### src/rtl/cpu_pkg.sv
// Shared fetch-stage constants, request FSM encoding and queue entry layouts.
package cpu_pkg;

   localparam logic [31:0] DEF_RESET_PC = 32'h0000_3000;
   localparam int          INSN_W       = 32;
   localparam logic [31:0] PC_STEP      = 32'd4;
   localparam logic [31:0] LINK_OFS     = 32'd8;

   typedef enum logic {
      S_IDLE = 1'b0,
      S_REQ  = 1'b1
   } req_state_t;

   // Request waiting for its imem response; tag is the epoch it was issued in.
   typedef struct packed {
      logic [31:0] addr;
      logic        tag;
   } pend_t;

   typedef struct packed {
      logic [31:0]       pc;
      logic [INSN_W-1:0] data;
   } obuf_t;

   function automatic logic [31:0] word_align(input logic [31:0] a);
      return {a[31:2], 2'b00};
   endfunction

endpackage

### src/rtl/fetch_fifo.sv
// Synchronous FIFO with flush; head entry visible combinationally, push accepted when full only alongside a pop.
// Flush empties the queue and overrides any push/pop in the same cycle.
module fetch_fifo #(
   parameter int W  = 32,
   parameter int D  = 2,
   parameter int CW = 3
) (
   input  logic          clk,
   input  logic          rst_n,
   input  logic          i_push,
   input  logic [W-1:0]  i_push_dat,
   input  logic          i_pop,
   input  logic          i_flush,
   output logic [W-1:0]  o_head_dat,
   output logic [CW-1:0] o_count
);

   localparam int PW = (D > 1) ? $clog2(D) : 1;

   logic [W-1:0]  r_mem [D];
   logic [PW-1:0] r_wr;
   logic [PW-1:0] r_rd;
   logic [CW-1:0] r_cnt;
   logic          w_empty;
   logic          w_full;
   logic          w_do_push;
   logic          w_do_pop;

   function automatic logic [PW-1:0] ptr_next(input logic [PW-1:0] p);
      return (p == PW'(D - 1)) ? '0 : p + PW'(1);
   endfunction

   assign w_empty   = (r_cnt == '0);
   assign w_full    = (r_cnt == CW'(D));
   assign w_do_pop  = i_pop & ~w_empty & ~i_flush;
   assign w_do_push = i_push & ~i_flush & (~w_full | w_do_pop);

   always_ff @(posedge clk) begin
      if (!rst_n || i_flush) begin
         r_wr  <= '0;
         r_rd  <= '0;
         r_cnt <= '0;
      end else begin
         if (w_do_push) r_wr <= ptr_next(r_wr);
         if (w_do_pop)  r_rd <= ptr_next(r_rd);
         if (w_do_push && !w_do_pop)      r_cnt <= r_cnt + CW'(1);
         else if (w_do_pop && !w_do_push) r_cnt <= r_cnt - CW'(1);
      end
   end

   always_ff @(posedge clk) begin
      if (w_do_push) r_mem[r_wr] <= i_push_dat;
   end

   assign o_head_dat = r_mem[r_rd];
   assign o_count    = r_cnt;

endmodule

### src/rtl/if_fetch.sv
// Fetch stage: credit-limited in-order imem fetches, epoch-tagged so a redirect discards all younger work.
// Response reaches decode 1 cycle later; imem request held under backpressure, decode stall throttles via credits.
module if_fetch
   import cpu_pkg::*;
#(
   parameter logic [31:0] RESET_PC = DEF_RESET_PC,
   parameter int          DEPTH    = 2
) (
   input  logic        clk,
   input  logic        rst_n,
   input  logic        redirect,
   input  logic [31:0] redirect_pc,
   output logic        imem_req_valid,
   input  logic        imem_req_ready,
   output logic [31:0] imem_req_addr,
   input  logic        imem_rsp_valid,
   input  logic [31:0] imem_rsp_data,
   output logic        inst_valid,
   input  logic        inst_ready,
   output logic [31:0] inst_data,
   output logic [31:0] inst_pc,
   output logic [31:0] inst_pcplus8,
   output logic        align_err
);

   localparam int CW = 3;

   req_state_t    r_state;
   logic [31:0]   r_pc;
   logic [31:0]   r_req_addr;
   logic          r_req_valid;
   logic          r_req_tag;
   logic          r_epoch;
   logic          r_align_err;
   logic [CW-1:0] r_credits;

   pend_t         w_pend_din;
   pend_t         w_pend_head;
   logic [CW-1:0] w_pend_cnt;
   obuf_t         w_obuf_din;
   obuf_t         w_obuf_head;
   logic [CW-1:0] w_obuf_cnt;

   logic          w_req_hs;
   logic          w_rsp;
   logic          w_rsp_keep;
   logic          w_rsp_drop;
   logic          w_pop;
   logic          w_can_issue;
   logic [CW-1:0] w_release;
   logic [CW-1:0] w_credits_mid;

   assign w_req_hs   = r_req_valid & imem_req_ready;
   assign w_rsp      = imem_rsp_valid & (w_pend_cnt != '0);
   // A response landing with a redirect belongs to the discarded path whatever its tag.
   assign w_rsp_keep = w_rsp & (w_pend_head.tag == r_epoch) & ~redirect;
   assign w_rsp_drop = w_rsp & ~w_rsp_keep;
   assign w_pop      = inst_valid & inst_ready;

   // Flush returns every buffered credit at once; a simultaneous pop is already inside that count.
   assign w_release     = redirect ? w_obuf_cnt : CW'(w_pop);
   assign w_credits_mid = r_credits - w_release - CW'(w_rsp_drop);
   assign w_can_issue   = ~redirect & (w_credits_mid < CW'(DEPTH))
                        & ((r_state == S_IDLE) | w_req_hs);

   assign w_pend_din = {r_req_addr, r_req_tag};
   assign w_obuf_din = {w_pend_head.addr, imem_rsp_data};

   fetch_fifo #(.W($bits(pend_t)), .D(DEPTH), .CW(CW)) u_pend (
      .clk        (clk),
      .rst_n      (rst_n),
      .i_push     (w_req_hs),
      .i_push_dat (w_pend_din),
      .i_pop      (w_rsp),
      .i_flush    (1'b0),
      .o_head_dat (w_pend_head),
      .o_count    (w_pend_cnt)
   );

   fetch_fifo #(.W($bits(obuf_t)), .D(DEPTH), .CW(CW)) u_obuf (
      .clk        (clk),
      .rst_n      (rst_n),
      .i_push     (w_rsp_keep),
      .i_push_dat (w_obuf_din),
      .i_pop      (w_pop),
      .i_flush    (redirect),
      .o_head_dat (w_obuf_head),
      .o_count    (w_obuf_cnt)
   );

   always_ff @(posedge clk) begin
      if (!rst_n) begin
         r_state     <= S_IDLE;
         r_pc        <= RESET_PC;
         r_req_addr  <= '0;
         r_req_valid <= 1'b0;
         r_req_tag   <= 1'b0;
         r_epoch     <= 1'b0;
         r_align_err <= 1'b0;
         r_credits   <= '0;
      end else begin
         r_align_err <= redirect & (|redirect_pc[1:0]);
         r_credits   <= w_credits_mid + CW'(w_can_issue);
         if (redirect) begin
            r_epoch <= ~r_epoch;
            r_pc    <= word_align(redirect_pc);
         end else if (w_can_issue) begin
            r_pc <= r_pc + PC_STEP;
         end
         case (r_state)
            S_IDLE: begin
               if (w_can_issue) begin
                  r_state     <= S_REQ;
                  r_req_valid <= 1'b1;
                  r_req_addr  <= r_pc;
                  r_req_tag   <= r_epoch;
               end
            end
            S_REQ: begin
               if (w_req_hs) begin
                  if (w_can_issue) begin
                     r_req_addr <= r_pc;
                     r_req_tag  <= r_epoch;
                  end else begin
                     r_state     <= S_IDLE;
                     r_req_valid <= 1'b0;
                  end
               end
            end
            default: begin
               r_state     <= S_IDLE;
               r_req_valid <= 1'b0;
            end
         endcase
      end
   end

   assign imem_req_valid = r_req_valid;
   assign imem_req_addr  = r_req_addr;
   assign align_err      = r_align_err;
   assign inst_valid     = (w_obuf_cnt != '0);
   assign inst_data      = inst_valid ? w_obuf_head.data : '0;
   assign inst_pc        = inst_valid ? w_obuf_head.pc : '0;
   assign inst_pcplus8   = inst_valid ? (w_obuf_head.pc + LINK_OFS) : '0;

endmodule

### config.mk
export PLATFORM = sky130hd
export DESIGN_NAME = if_fetch
export DESIGN_NICKNAME = d
export VERILOG_FILES = /design/src/rtl/cpu_pkg.sv /design/src/rtl/fetch_fifo.sv /design/src/rtl/if_fetch.sv
export SDC_FILE = /design/constraint.sdc
export NUM_CORES = 1
export LEC_CHECK = 0
export CORE_MARGIN = 1.5
export CORE_UTILIZATION = 48
export CTS_CLUSTER_DIAMETER = 80
export CTS_CLUSTER_SIZE = 40
export DETAILED_ROUTE_END_ITERATION = 8
export PLACE_DENSITY = 0.77
export RECOVER_POWER = 25
export REMOVE_ABC_BUFFERS = 1
export SLEW_MARGIN = 10
export SYNTH_ARGS = -nofsm -noshare
export SYNTH_HDL_FRONTEND = slang
export SYNTH_SLANG_ARGS = --single-unit
export TNS_END_PERCENT = 1
### constraint.sdc
create_clock -name clk -period 4.75 [get_ports clk]
set_input_delay 1.1875 -clock clk [delete_from_list [all_inputs] [get_ports clk]]
set_output_delay 1.1875 -clock clk [all_outputs]
set_load 0.02 [all_outputs]
Yosys cells after proc, flatten, opt, wreduce, memory -nomap -nowiden
Memories as Yosys holds them, arrays and structs flattened. A register that Yosys moved wholly into a read port is not among the register bits.
Cells that the tools add are included.
{"block": "word_totals", "reg_bits": 82, "ram_bits": 194, "inputBits": 70, "output_inout_bits": 131, "wordCells": 119, "n_memories": 2}
{"memory": "u_obuf.r_mem", "words": 2, "word_bits": 64, "rd": 1, "rd_clocked_by_memory_dff": 1, "wr": 1, "line": "fetch_fifo.sv:20", "source": "logic [W-1:0] r_mem [D];"}
{"memory": "u_pend.r_mem", "words": 2, "word_bits": 33, "rd": 1, "rd_clocked_by_memory_dff": 1, "wr": 1, "line": "fetch_fifo.sv:20"}
{"block": "classes", "add_sub_neg": 13, "order_cmp": 1, "n_eq_ne": 6, "mux": 35, "bitwise": 27, "reduce_logical": 20}
{"cell": "32-bit 2-to-1 mux", "n": 7}
{"cell": "32-bit case mux with 2 select lines", "n": 1}
{"cell": "32-bit by 3-bit adder with 32-bit output, second input constant", "n": 1}
{"cell": "32-bit by 4-bit adder with 32-bit output, second input constant", "n": 1}
{"cell": "1-bit 2-to-1 mux", "n": 19}
{"cell": "1-bit AND", "n": 15}
{"cell": "3-bit 2-to-1 mux", "n": 5}
{"cell": "1-bit NOT", "n": 9}
{"cell": "3-bit by 1-bit adder with 3-bit output, second input constant", "n": 2}
{"cell": "3-bit by 2-bit == test with 1-bit output, second input constant", "n": 2}
{"cell": "3-bit logical NOT", "n": 2}
{"cell": "1-bit case mux with 2 select lines", "n": 3}
{"cell": "2-bit nonzero test", "n": 3}
{"cell": "3-bit nonzero test", "n": 2}
{"cell": "3-bit by 1-bit subtractor with 3-bit output, second input constant", "n": 2}
{"cell": "1-bit logical NOT", "n": 5}
{"cell": "1-bit adder, second input constant", "n": 4}
{"cell": "1-bit logical AND", "n": 4}
{"cell": "2-bit != test, second input constant", "n": 2}
{"cell": "2-bit OR reduction", "n": 2}
{"cell": "3-bit by 1-bit adder with 3-bit output", "n": 1}
{"cell": "3-bit by 2-bit less-than comparator with 1-bit output, second input constant", "n": 1}
{"cell": "1-bit OR", "n": 3}
{"cell": "3-bit AND reduction", "n": 1}
{"cell": "5 further kinds", "n": 5}

Depth between registers and ports, before layout
Gate-level depths: netlist (run 1).
{"block": "logic_depth", "depth_word": 13, "mapped_depth": 15, "ltp_nobuf": 13}

By module
Synthesis (run 1) repeated with hierarchy kept, for this count alone.
{"block": "hier_totals", "hier_cells": 960, "area_unflattened_um2": 11950.2}
{"mod": "fetch_fifo (u_obuf)", "instances": 1, "cells_per_inst": 234, "area_each_um2": 4924.7, "seq_area_each_um2": 3963.8}
{"mod": "if_fetch", "instances": 1, "cells_per_inst": 588, "area_each_um2": 4326.6, "seq_area_each_um2": 1361.3}
{"mod": "fetch_fifo (u_pend)", "instances": 1, "cells_per_inst": 138, "area_each_um2": 2698.8, "seq_area_each_um2": 2102.0}

Worst setup path after synthesis (run 1)
Ideal clock, no wire load.
{"block": "synth_path", "path_kind": "input to register", "startpoint": "in imem_rsp_valid", "endpoint": "mem u_obuf.r_mem[0][0] (netlist name) (enable)", "setup_ps": 490, "arrival_time_ps": 4373, "required_ps": 4260, "path_slack_ps": -113, "cell_stages": 4, "n_path_buf": 0, "path_cell_list": "o31ai_1 nor2_1 and3_1 nor2b_1"}
{"block": "synth_between", "elab_chain_cells": 7}
{"element": "from (decl)", "line": "if_fetch.sv:16", "source": "input logic imem_rsp_valid,"}
{"element": "1-bit AND", "line": "if_fetch.sv:54", "source": "assign w_rsp = imem_rsp_valid & (w_pend_cnt != '0);"}
{"element": "1-bit AND (2 in a row)", "line": "if_fetch.sv:56", "source": "assign w_rsp_keep = w_rsp & (w_pend_head.tag == r_epoch) & ~redirect;"}
{"element": "1-bit AND (2 in a row)", "line": "fetch_fifo.sv:36", "source": "assign w_do_push = i_push & ~i_flush & (~w_full | w_do_pop);"}
{"element": "net u_obuf.w_do_push", "line": "fetch_fifo.sv:26", "source": "logic w_do_push;"}
{"element": "1-bit 2-to-1 mux", "line": "fetch_fifo.sv:52", "source": "if (w_do_push) r_mem[r_wr] <= i_push_dat;"}
{"element": "1-bit 2-to-1 mux (implied by the code)", "line": "fetch_fifo.sv:52"}
{"element": "to (decl)", "line": "fetch_fifo.sv:20"}
The timed path passes the listed nets, and every way through them passes these cells.

==> results.toml, run 1 <==
[grt]
grt_pass1_vias = 7567
grt_max_degree = 78
grt_util_met2_pct = 32.72
antenna_found_initial = 0
grtUsageMet1_pct = 25.64
grt.total_usage_pct = 19.54
grt-ovfl-total = 0
grt.busiest_layer = "met2"
grt_first_pass_wirelength_mm = 38.15
gr-usage-met3_pct = 3.221

[drt]
firstDrtPassIters = 5
wl_mm = 24.56
route.antenna.remaining_nets = 0
wl_per_cell_um = 16.66
viasPerCell = 5.288
num_vias = 7795
drc = 0
drtIter0Drc = 471

[sta]
hold_viol = 0
finalSetupViolCount = 0
final_period_minus_worst_setup_slack_ps = 4602
fmax_mhz = 217.3
tightest_slew_ps = 1728
fin_ws_ps = 148.4
rsz0062_at_grt = "yes"
slew_headroom_pct = -15.21
fin_skew_ps = 47.29
drv_slew = 31
min_period_over_period_pct = 96.88
hold_ws_ps = 490.2

[power_and_ir_drop]
p_leak_nw = 4.715
p_total_mw = 5.938
p_per_area_nw_per_um2 = 413.6
ir_worst_vdd_mv = 0.2812

[synth]
synth_area_um2 = 11420
synth-edff-count = 186
ys_warn_count = 0
synth_cell_types = 62
synth-seq-cells = 266
syn_avg_cell_area_um2 = 11.97
synth-async-reset-ratio_pct = 0
synth_cells = 954
synth-seq-area-share_pct = 62.91
synthFlopType = "edfxtp_1"

[finish]
final_cell_count_no_fill = 1474
nNetsFinal = 1227
final_layout_size_suffix_gt1_share_pct = 8.571
antenna_cells = 0
fillers = 1903
fin_area_um2 = 14360
syn_to_final_growth_pct = 25.68

[floorplan]
initial_core_util_pct = 48.81
die_h_um = 157.3
die-area_um2 = 24730
die_w_um = 157.3
design.core.area_um2 = 23400
num_rows = 56
pin_count = 201

[placement]
globalplace.congestion = 0.9166
dp_hpwl_mm = 17.02
portBuffers = 194
dp_slack_ps = 162.0
place_area_um2 = 13790
place_inst = 1446

[critical_path]
crit_type = "flip-flop to output pin"
cp_top_family = "buffers and inverters"
start_kind = "flip-flop"
cp.depth = 10
rr_startpoint = "u_pend.o_count[0]$_SDFFE_PN0P_"
endpoint_kind = "output pin"
r2r-end = "r_pc[17]$_SDFFE_PN0P_"
cp.buffers_inverters = 4
required_ps = 3560
reg2regPathDepth = 12
crit_path_end = "inst_pcplus8[31]"
cp_cell_sequence = "mux2i_1 > buf_4 > inv_1 > ha_1 > inv_1 > nor4_4 > nand3_2 > o31a_1 > nor3_1 > clkdlybuf4s50_1"
slowest_stage = "clkdlybuf4s50_1"
critPathArrivalTime_ps = 3410
crit_top_cell = "inv_1"
critPathMaxFanout = 11
rrSetupSlack_ps = 1160
crit_path_max_incr_delay_ps = 630

[clocking]
cts_buffer_depth = 3
cts-root-buf = "clkbuf_16"
hold_buffers = 0
tritoncts = "done"
cts.sinks = 266
htree_levels = 1
cts.clk_slew.worst_paths_ps = 130
cts_inserted_buffers = 14
worstSkewPairLatency_ps = 510

[outcome]
status = "complete, but fails checks"
violations = "max-capacitance violations, max-slew violations"

[hold_path]
hold_path.startpoint = "r_pc[31]$_SDFFE_PN0P_"
hp-class = "flip-flop to flip-flop"

[flow_run]
drv_cap = 1
==> placed cells by master, fill, tap and decap left out, types with 4 or more instances in the layout <==
cell / Yosys / routed
dfxtp_1: 80 / 79
nand3b_1: 7 / 7
mux2_2: 34 / 28
nand3_1: 27 / 26
and3_1: 5 / 5
edfxtp_1: 186 / 186
dlymetal6s2s_1: 0 / 5
clkbuf_16: 0 / 15
mux2i_1: 63 / 63
a31oi_1: 12 / 12
nor2_1: 100 / 100
dlygate4sd3_1: 0 / 32
xor2_1: 15 / 15
inv_1: 16 / 16
a211oi_1: 5 / 5
nor3_1: 15 / 13
o31ai_1: 10 / 10
fa_1: 4 / 4
nand4_1: 13 / 13
ha_1: 6 / 6
nand2_1: 112 / 112
o211ai_1: 10 / 10
clkdlybuf4s50_1: 0 / 157
buf_4: 9 / 27
o21ai_0: 20 / 20
clkbuf_1: 26 / 4
or3_1: 11 / 11
mux2_1: 0 / 6
a21oi_1: 54 / 54
and2_1: 13 / 12
xnor2_1: 22 / 22
nor4_1: 8 / 7
conb_1: 1 / 6
==> through the flow <==
step	setup TNS [ps]	utilization (%)
global placement	0	58.94
finish	0	61.35
floorplan	-463560	-
global route	-31.70	61.35
CTS	0	61.13
detailed placement	0	58.94
==> report_power, final <==
group | switching, mW | internal (mW)
Combinational | 0.923 | 0.675
Clock | 0.742 | 0.669
Sequential | 0.151 | 2.78
Total | 1.82 | 4.12
==> logic make-up (layout without fill, tap and decap cells) <==
logic type	Yosys count	after routing	share of synthesized area, %
AOI/OAI and AO/OA	137	137	7.590
DFF	266	266	62.91
buffers and inverters	73	269	2.793
xor gates and xnor gates	37	37	2.837
adders and majority gates	10	10	1.358
muxes	97	97	8.872
other	1	6	0.03283
and+or+nand+nor	333	333	13.60
==> cell type report <==
class	count	area, um^2	share of cell area, %
Tap cell	319	399.1	2.780
Timing Repair Buffer	226	2230	15.53
Sequential cell	266	7191	50.08
Clock buffer	18	386.6	2.693
Multi-Input combinational cell	620	3975	27.69
Inverter	19	71.32	0.4967
Clock inverter	6	105.1	0.7320
==> Yosys cell counts, drive strengths merged, types with 3 or more instances <==
library cell | instances | area [um^2]
a211oi | 5 | 37.54
a21oi | 54 | 270.3
a22oi | 3 | 22.52
a31oi | 12 | 75.07
and2 | 13 | 81.33
and3 | 6 | 38.79
buf | 28 | 150.1
clkbuf | 26 | 97.59
dfxtp | 80 | 1602
edfxtp | 186 | 5585
fa | 4 | 80.08
ha | 6 | 75.07
inv | 17 | 63.81
mux2 | 34 | 382.9
mux2i | 63 | 630.6
nand2 | 112 | 420.4
nand2b | 3 | 18.77
nand3 | 28 | 145.1
nand3b | 7 | 52.55
nand4 | 14 | 93.84
nor2 | 100 | 375.4
nor3 | 15 | 75.07
nor4 | 9 | 62.56
o211ai | 10 | 75.07
o21ai | 20 | 100.1
o311ai | 3 | 26.28
o31ai | 10 | 75.07
or3 | 12 | 76.33
or4 | 6 | 48.80
xnor2 | 22 | 192.7
xor2 | 15 | 131.4
==> worst min-delay path by stage <==
stage	endpoint	slack (ps)	cells after the start
6_report	imem_req_addr[31]$_SDFFE_PN0P_	490	2
5_1_grt	u_pend.r_mem[0][0]$_DFFE_PP_	500	0
4_1_cts	u_pend.r_mem[0][0]$_DFFE_PP_	480	0
3_5_place_dp	u_pend.r_mem[0][0]$_DFFE_PP_	450	0
3_3_place_gp	u_pend.r_mem[0][0]$_DFFE_PP_	430	0
2_1_floorplan	u_pend.r_mem[0][0]$_DFFE_PP_	430	0
==> registers in the layout, summed over array words and instances (netlist names), named ones only <==
signal          cells
align_err           1
imem_req_addr      30
imem_req_valid      1
r_credits           3
r_epoch             1
r_pc               30
r_req_tag           1
r_state             1
u_obuf.o_count      3
u_obuf.r_mem      124
u_obuf.r_rd         1
u_obuf.r_wr         1
u_pend.o_count      3
u_pend.r_mem       62
u_pend.r_rd         1
u_pend.r_wr         1
==> timing repair <==
item                       4_1_cts  5_1_grt
setup endpoints to repair        9        8
hold endpoints to repair         0        0
buffers inserted                 0        4
pin swaps                        0        1
resized for setup                4        6
==> per-layer routing <==
layer	part of all wire (%)	vias to the layer above
met2	48	227
li1	-	3847
met1	43	3677
met4	3.3	0
met5	0	-
met3	5.7	44
==> worst register-to-register path: stages, from the launching register on <==
cell and delay (ps):
dfxtp_1 370, o31ai_1 560, a21oi_1 110, fa_1 400, fa_1 380, xnor2_1 230, nand4_1 150, buf_4 300
clkinv_1 170, buf_4 200, nand3_1 130, or3_1 350, a31oi_1 170
Power figures use the tool's default switching activity.
==> run 2: changes to the inputs <==
Settings changed: CORE_MARGIN 1.5 to 2, SKIP_CTS_REPAIR_TIMING from default to 1.
==> run 2 against run 1 <==
  * Clock skew down 12 ps
  * The flow still finishes with violations (max-capacitance violations, max-slew violations)
  * Count of clock-buffer cells in the layout decreased by 4
  * Total power decreased by 0.60%
  * Final cell count fell by 0.20%
  * Fmax is 1.2% higher
  * Non-clock buffer count decreased by 2
  * Register-to-register slack improved by 30 ps
==> results.toml, run 2 (synthesis results as in run 1) <==
[power_and_ir_drop]
ir_worst_vdd_mv = 0.2888
p_total_mw = 5.903
p_leak_nw = 4.649
p_per_area_nw_per_um2 = 412.9

[drt]
wl_mm = 24.65
firstDrtPassIters = 5
drc = 0
num_vias = 7854
route.antenna.remaining_nets = 0
wl_per_cell_um = 16.76
drtIter0Drc = 656
viasPerCell = 5.339

[grt]
grt_first_pass_wirelength_mm = 37.67
grt.total_usage_pct = 19.05
grt_pass1_vias = 7462
antenna_found_initial = 1
grt_max_degree = 78
grtUsageMet1_pct = 25.00
grt_util_met2_pct = 32.69
grt-ovfl-total = 0
gr-usage-met3_pct = 3.048
grt.busiest_layer = "met2"

[finish]
largest_register_ff_count = 124
final_common_cell = "edfxtp_1"
final_layout_size_suffix_gt1_share_pct = 8.688
layout_common_cells = "edfxtp_1, clkdlybuf4s50_1, nand2_1"
largestRegisters = "u_obuf.r_mem (124), u_pend.r_mem (62)"
nNetsFinal = 1224
syn_to_final_growth_pct = 25.14
largest-register = "u_obuf.r_mem"
fin_util_pct = 61.08
final_cell_count_no_fill = 1471
fin_area_um2 = 14300

[sta]
hold_viol = 0
min_period_over_period_pct = 95.72
tightest_slew_ps = 1795
final_period_minus_worst_setup_slack_ps = 4547
hold_ws_ps = 472.6
rsz0062_at_grt = "yes"
drv_slew = 31
fmax_mhz = 219.9
fin_skew_ps = 35.45
finalSetupViolCount = 0
slew_headroom_pct = -19.67

[critical_path]
start_kind = "flip-flop"
crit_type = "flip-flop to output pin"
slowest_stage = "dfxtp_4"
crit_path_max_incr_delay_ps = 540
required_ps = 3560
endpoint_kind = "output pin"
critPathMaxFanout = 22
cp_cell_sequence = "buf_4 > nand3_1 > a22oi_2 > nand3_1 > buf_4 > nor4_1 > mux2_2 > clkdlybuf4s50_1"
critPathArrivalTime_ps = 3360

[clocking]
cts_buffer_depth = 3
cts_inserted_buffers = 13
htree_levels = 1
cts-root-buf = "clkbuf_16"
cts.clk_slew.worst_paths_ps = 130
cts.sinks = 266
tritoncts = "done"
worstSkewPairLatency_ps = 500

[outcome]
violations = "max-capacitance violations, max-slew violations"
status = "complete, but fails checks"

[floorplan]
die_h_um = 158.3
die_w_um = 158.3
design.core.area_um2 = 23400
pin_count = 201
num_rows = 56
die-area_um2 = 25050
initial_core_util_pct = 48.81

[hold_path]
hp-class = "flip-flop to flip-flop"
hold_path.startpoint = "r_req_tag$_SDFFE_PN0P_"

[flow_run]
drv_cap = 1

[placement]
dp_hpwl_mm = 17.07
globalplace.congestion = 0.8572
portBuffers = 194
place_area_um2 = 13790
place_inst = 1446
[run 2: changes by cell type in the layout (fill, tap and decap cells not counted), sizes merged]
cell,previous run,this run
clkbuf,20,15
clkdlybuf4s50,157,159
clkinv,4,6
dlymetal6s2s,5,3
buf,30,29
bufinv,1,0
diode,0,1
inv,20,21
[run 2: critical path, delay by kind of cell (launching register included)]
family	cells	cell delay, ps
AO/OA/AOI/OAI	1	310
buffers and inverters	3	1080
flip-flops	1	540
multiplexers	1	370
AND/OR/NAND/NOR	3	570
[run 2: final timing paths]
check	endpoint	depth (start not counted)	slack (ps)
max	inst_pcplus8[30]	8	200
max reg2reg	r_pc[29]$_SDFFE_PN0P_	10	1190
min	u_pend.r_mem[1][0]$_DFFE_PP_	0	470
min reg2reg	u_pend.r_mem[1][0]$_DFFE_PP_	0	470
[run 2: area by class of cell]
| cell class | instances | area (um^2) |
|---|---|---|
| antenna | 1 | 2.502 |
| clock buffer | 14 | 329.1 |
| clock inverter | 8 | 136.4 |
| fill | 1883 | 9107 |
| inverter | 19 | 71.32 |
| multi-input combinational | 620 | 3970 |
| sequential | 266 | 7191 |
| tap | 319 | 399.1 |
| timing repair buffer | 224 | 2196 |
[run 2: power breakdown]
part	switching (mW)	internal [mW]	total [mW]	leakage [nW]
Sequential	0.153	2.78	2.93	2.35
Combinational	0.938	0.674	1.61	2.08
Clock	0.789	0.571	1.36	0.222
Total	1.88	4.02	5.90	4.65
[run 2: metrics by stage]
step,setup slack [ps],TNS (ps)
floorplan,-5199,-463560
global placement,313.2,0
detailed placement,223.5,0
CTS,-23.00,-23.00
global route,-24.18,-27.97
finish,203.3,0
[run 2: metal layers]
layer | up-vias | share of wire (%)
met5 | - | 0
met4 | 0 | 2.2
met3 | 31 | 5.7
met2 | 242 | 48
met1 | 3752 | 44
li1 | 3829 | -
